**src/rtl/regfile_write_scheduler.sv**
```systemverilog
// Register-file write-port scheduler: WB has priority, MC results queue in a FIFO and drain into idle WB slots.
// Optional starvation guard enabled by defining RFWS_STARVE_GUARD_EN.
module regfile_write_scheduler #(
  parameter int DEPTH        = 4,
  parameter int STARVE_LIMIT = 8
) (
  input  logic                     clk,
  input  logic                     rst,
  input  logic                     wb_we,
  input  logic [4:0]               wb_addr,
  input  logic [31:0]              wb_data,
  input  logic                     mc_valid,
  output logic                     mc_ready,
  input  logic [4:0]               mc_addr,
  input  logic [31:0]              mc_data,
  input  logic                     iss_valid,
  input  logic [4:0]               iss_addr,
  input  logic [4:0]               id_rs,
  input  logic [4:0]               id_rt,
  input  logic [4:0]               id_rd,
  input  logic                     id_valid,
  output logic                     stall,
  output logic                     rf_we,
  output logic [4:0]               rf_addr,
  output logic [31:0]              rf_data,
  output logic [$clog2(DEPTH):0]   fifo_count
);

  localparam int AW = $clog2(DEPTH);

  logic [4:0]  addr_mem_q [DEPTH];
  logic [4:0]  addr_mem_d [DEPTH];
  logic [31:0] data_mem_q [DEPTH];
  logic [31:0] data_mem_d [DEPTH];
  logic [AW-1:0] wr_ptr_q, wr_ptr_d, rd_ptr_q, rd_ptr_d;
  logic [AW:0]   count_q, count_d;
  logic [31:0]   pending_q, pending_d;
  logic          rf_we_q, rf_we_d;
  logic [4:0]    rf_addr_q, rf_addr_d;
  logic [31:0]   rf_data_q, rf_data_d;

  logic wb_busy, fifo_empty, push, pop, stall_sb;
  logic [4:0]  head_addr;
  logic [31:0] head_data;

  assign wb_busy    = wb_we && (wb_addr != 5'd0);
  assign fifo_empty = (count_q == '0);
  assign mc_ready   = (count_q != (AW+1)'(DEPTH));
  assign push       = mc_valid && mc_ready;
  assign pop        = !wb_busy && !fifo_empty;
  assign head_addr  = addr_mem_q[rd_ptr_q];
  assign head_data  = data_mem_q[rd_ptr_q];

  always_comb begin
    addr_mem_d = addr_mem_q;
    data_mem_d = data_mem_q;
    wr_ptr_d   = wr_ptr_q;
    rd_ptr_d   = rd_ptr_q;
    count_d    = count_q;
    if (push) begin
      addr_mem_d[wr_ptr_q] = mc_addr;
      data_mem_d[wr_ptr_q] = mc_data;
      wr_ptr_d             = wr_ptr_q + AW'(1);
    end
    if (pop) begin
      rd_ptr_d = rd_ptr_q + AW'(1);
    end
    case ({push, pop})
      2'b10:   count_d = count_q + (AW+1)'(1);
      2'b01:   count_d = count_q - (AW+1)'(1);
      default: count_d = count_q;
    endcase
  end

  // A popped $0 entry still advances the FIFO but never asserts the write enable.
  always_comb begin
    rf_we_d   = 1'b0;
    rf_addr_d = rf_addr_q;
    rf_data_d = rf_data_q;
    if (wb_busy) begin
      rf_we_d   = 1'b1;
      rf_addr_d = wb_addr;
      rf_data_d = wb_data;
    end else if (pop) begin
      rf_we_d   = (head_addr != 5'd0);
      rf_addr_d = head_addr;
      rf_data_d = head_data;
    end
  end

  // Clear on pop is applied before set on issue so a same-cycle issue keeps the bit.
  always_comb begin
    pending_d = pending_q;
    if (pop) pending_d[head_addr] = 1'b0;
    if (iss_valid) pending_d[iss_addr] = 1'b1;
    pending_d[0] = 1'b0;
  end

  assign stall_sb = id_valid && (pending_q[id_rs] | pending_q[id_rt] | pending_q[id_rd]);

`ifdef RFWS_STARVE_GUARD_EN
  localparam int SW = $clog2(STARVE_LIMIT + 1);
  logic [SW-1:0] starve_q, starve_d;

  always_comb begin
    starve_d = starve_q;
    if (pop || fifo_empty) begin
      starve_d = '0;
    end else if (wb_busy && (starve_q != SW'(STARVE_LIMIT))) begin
      starve_d = starve_q + SW'(1);
    end
  end

  always_ff @(posedge clk or negedge rst) begin
    if (!rst) starve_q <= '0;
    else      starve_q <= starve_d;
  end

  assign stall = stall_sb || (starve_q == SW'(STARVE_LIMIT));
`else
  assign stall = stall_sb;
`endif

  always_ff @(posedge clk or negedge rst) begin
    if (!rst) begin
      for (int i = 0; i < DEPTH; i++) begin
        addr_mem_q[i] <= '0;
        data_mem_q[i] <= '0;
      end
      wr_ptr_q  <= '0;
      rd_ptr_q  <= '0;
      count_q   <= '0;
      pending_q <= '0;
      rf_we_q   <= 1'b0;
      rf_addr_q <= '0;
      rf_data_q <= '0;
    end else begin
      addr_mem_q <= addr_mem_d;
      data_mem_q <= data_mem_d;
      wr_ptr_q   <= wr_ptr_d;
      rd_ptr_q   <= rd_ptr_d;
      count_q    <= count_d;
      pending_q  <= pending_d;
      rf_we_q    <= rf_we_d;
      rf_addr_q  <= rf_addr_d;
      rf_data_q  <= rf_data_d;
    end
  end

  assign rf_we      = rf_we_q;
  assign rf_addr    = rf_addr_q;
  assign rf_data    = rf_data_q;
  assign fifo_count = count_q;

endmodule

```
**config.mk**
```make
export PLATFORM = sky130hd
export DESIGN_NAME = regfile_write_scheduler
export DESIGN_NICKNAME = d
export VERILOG_FILES = /design/src/rtl/regfile_write_scheduler.sv
export SDC_FILE = /design/constraint.sdc
export NUM_CORES = 1
export LEC_CHECK = 0
export BUFFER_PORTS_ARGS = -buffer_cell sky130_fd_sc_hd__buf_2
export CAP_MARGIN = 0
export CORE_UTILIZATION = 58
export DETAILED_ROUTE_END_ITERATION = 10
export PLACE_DENSITY = 0.8
export SLEW_MARGIN = 10
export SYNTH_ARGS = -nofsm -noshare
export SYNTH_HDL_FRONTEND = slang
export SYNTH_SLANG_ARGS = --single-unit
export TNS_END_PERCENT = 30
```
**constraint.sdc**
```tcl
create_clock -name clk -period 2.8 [get_ports clk]
set_input_delay 0.14 -clock clk [delete_from_list [all_inputs] [get_ports clk]]
set_output_delay 0.14 -clock clk [all_outputs]
set_load 0.01 [all_outputs]
```
==> impl_metrics.toml <==
[sta]
rsz0062_at_grt = "no"
tightest_slew_ps = 558
fin_crit_sh = 0.933
fin_ws_ps = 188
post-route-min-period_ps = 2610
hold_violations = 0
finalSetupTns_ps = 0
slew_headroom = 0.628
fmax_ghz = 0.383
maxSlewViolCount = 0
clock_skew_ps = 18.7
final-setup-viol-count = 0

[yosys]
postSynth.asyncResetShare = 1.00
yosys_warnings = 0
synth-main-ff-cell = "dfrtp_1"
ys_types = 49
avgSynthCellArea_um2 = 13.3
syn-cell-area_um2 = 10600
synth_enable_flop_cells = 0
ys_seq_elements = 224
syn-num-nets = 909
ys_seq_area_frac = 0.527
netlist_instances = 803

[route]
routed_wl_mm = 25.4
avgRoutedWirePerCell_um = 20.0
drtPass1Iterations = 5
drt-initial-drc-count = 564
drc = 0
via_per_inst = 5.98
postRouteAntennaNets = 0
vias = 7596

[critical_path]
cp-end-kind = "flip-flop"
critPathTopFamily = "buffers and inverters"
path_cells = "dlygate4sd3_1, buf_2, or4_4, o21ai_4, buf_4, buf_6, a22o_1, dlygate4sd3_1"
crit_arrival_ps = 3060
required_ps = 3250
slowest_delay_ps = 550
crit_path_frequent_cell = "dlygate4sd3_1"
critical_path_class = "input pin to flip-flop"
slowest_stage = "or4_4"
path_buf_inv = 5
start_kind = "input pin"
worstPathMaxFanout = 41

[clock_tree]
clk_pin_slew_ps = 70
cts_root_buf = "clkbuf_16"
clk_latency_ps = 520
cts_inserted_buffers = 24
h-tree-depth = 1
ctsLongestPathBuffers = 3
cts_tree = "done"
clock-sinks = 224

[global_routing]
grt_max_degree = 67
antenna_found_initial = 0
grt_pass1_vias = 7896
grt_usage = 0.282
grt_remaining_overflow = 0
grt_pass1_wl_mm = 41.1

[min_path]
hp-class = "input pin to flip-flop"

[power_and_ir_drop]
totalPowerFinal_mw = 15.1
p_leak_nw = 5.75
peakVddDrop_mv = 0.759
powerDensity_nw_per_um2 = 1140

[die]
num_rows = 49
dieArea_um2 = 18900
die_width_um = 137
die-height_um = 137
pin_count = 143
initial_utilization = 0.593
fp.coreArea_um2 = 18000

[cells_and_area]
drive_gt1_frac = 0.409
utilization = 0.732
syn2layout_area_growth_pct = 23.6
num_antenna_cells = 0
nets = 1130

[placed_design]
hpwl_mm = 15.9
portBuffers = 142
dp_slack_ps = 488
finalWeightedCongestion = 0.873

[flow_run]
max_cap_viol_count = 0

[status]
outcome = "complete, no violations"
==> path summary, 6_finish.rpt <==
path,from,endpoint,slack [ps],depth (start not counted)
setup / recovery,wb_addr[2],rf_addr[3],190,8
hold / removal,iss_addr[4],pending_q[19],30,3
min in group asynchronous,rst,data_mem_q[90],170,2
max in group asynchronous,rst,data_mem_q[108],1720,3
hold reg to reg,data_mem_q[36],data_mem_q[36],500,1
setup reg to reg,rd_ptr_q[0],rf_addr[4],440,5
==> metal layers <==
layer / global-route usage / wire, um
met1: 0.388 / 10900
met2: 0.477 / 13000
met3: 0.0405 / 1200
met4: 0.0665 / 414
met5: 0 / 0
==> sequential cells by signal, summed over array words and instances (netlist names) <==
| register | cells |
|---|---|
| rf_addr | 5 |
| rf_we | 1 |
| rd_ptr_q | 2 |
| data_mem_q | 128 |
| fifo_count | 3 |
| rf_data | 32 |
| wr_ptr_q | 2 |
| addr_mem_q | 20 |
| pending_q | 31 |
==> cells in the final DEF, fill, tap and decap left out, types with 3 or more instances in the layout <==
cell type      instances
nand2b_1               5
ha_1                   5
dlygate4sd3_1         77
a31oi_1               35
nand3_1                5
nand2_2                4
mux2i_1               10
inv_1                 12
o21ai_0               51
clkbuf_16             24
dfrtp_1              222
clkbuf_1               8
nand2_1               84
xnor2_1                3
nor2b_1                8
buf_4                 19
o21ai_1               14
buf_2                141
mux2_2               152
nor2_1                41
clkbuf_8               9
xor2_1                 3
mux4_2                54
or3b_2                 3
nand3b_1               7
a221oi_1               4
==> per-stage QoR <==
| stage | hold WS, ps | instances | cell area, um2 |
|---|---|---|---|
| after floorplan | -156 | 803 | 10600 |
| after global placement | 128 | 1150 | 11600 |
| after detailed placement | 124 | 1150 | 11600 |
| after CTS | 2.17 | 1270 | 13200 |
| after global routing | 54.3 | 1270 | 13200 |
| final | 27.6 | 1270 | 13200 |
==> where the power goes <==
part	internal [mW]	switching, mW	total (mW)
Clock	1.91	1.26	3.17
Combinational	3.21	2.74	5.95
Sequential	4.89	1.05	5.94
==> worst min-delay path, delay by kind of cell <==
kind | cells | cell delay, ps
compound gates | 1 | 100
buf+inv | 1 | 140
simple gates | 1 | 110
==> synthesized netlist by cell type, types with 3 or more instances <==
cell type / number / area, um2
nand2_2: 4 / 25.0
nand3b_1: 7 / 52.6
a31oi_1: 35 / 219
ha_1: 5 / 62.6
a221oi_1: 4 / 35.0
or3b_2: 3 / 26.3
xnor2_1: 3 / 26.3
nor2b_1: 8 / 50.1
buf_2: 27 / 135
nand2b_1: 5 / 31.3
inv_1: 12 / 45.0
nand2_1: 84 / 315
dfrtp_1: 224 / 5610
o21ai_1: 14 / 70.1
mux4_2: 54 / 1220
clkbuf_1: 11 / 41.3
mux2i_1: 10 / 100
xor2_1: 3 / 26.3
o21ai_0: 51 / 255
nor2_1: 41 / 154
nand3_1: 5 / 25.0
mux2_2: 152 / 1710
buf_6: 6 / 67.6
==> timing repair <==
action                                 in CTS  in global routing
endpoints found under the hold margin     247                  0
setup buffers                               0                  0
hold buffers                               77                  0
resized for setup                           0                  1
setup endpoints to repair                   0                  2
==> logic make-up (layout without fill, tap and decap cells) <==
group | count (synthesis) | count (layout) | synth area share
AOI/OAI and AO/OA | 117 | 117 | 0.0656
buffers and inverters | 59 | 297 | 0.0286
and+or+nand+nor | 174 | 174 | 0.0796
xor gates and xnor gates | 6 | 6 | 0.00494
DFF | 224 | 224 | 0.527
adders and majority gates | 6 | 6 | 0.00776
muxes | 217 | 217 | 0.287
==> cell type report <==
type	instances	area, um2
fillers	1146	4810
flip-flops and latches	224	5610
clock inverters	2	46.3
inverters	14	52.6
repair buffers	240	1670
clock buffers	41	754
multi-input cells	520	4740
well taps	229	287
Note: power is estimated with default switching activity, not from simulation.
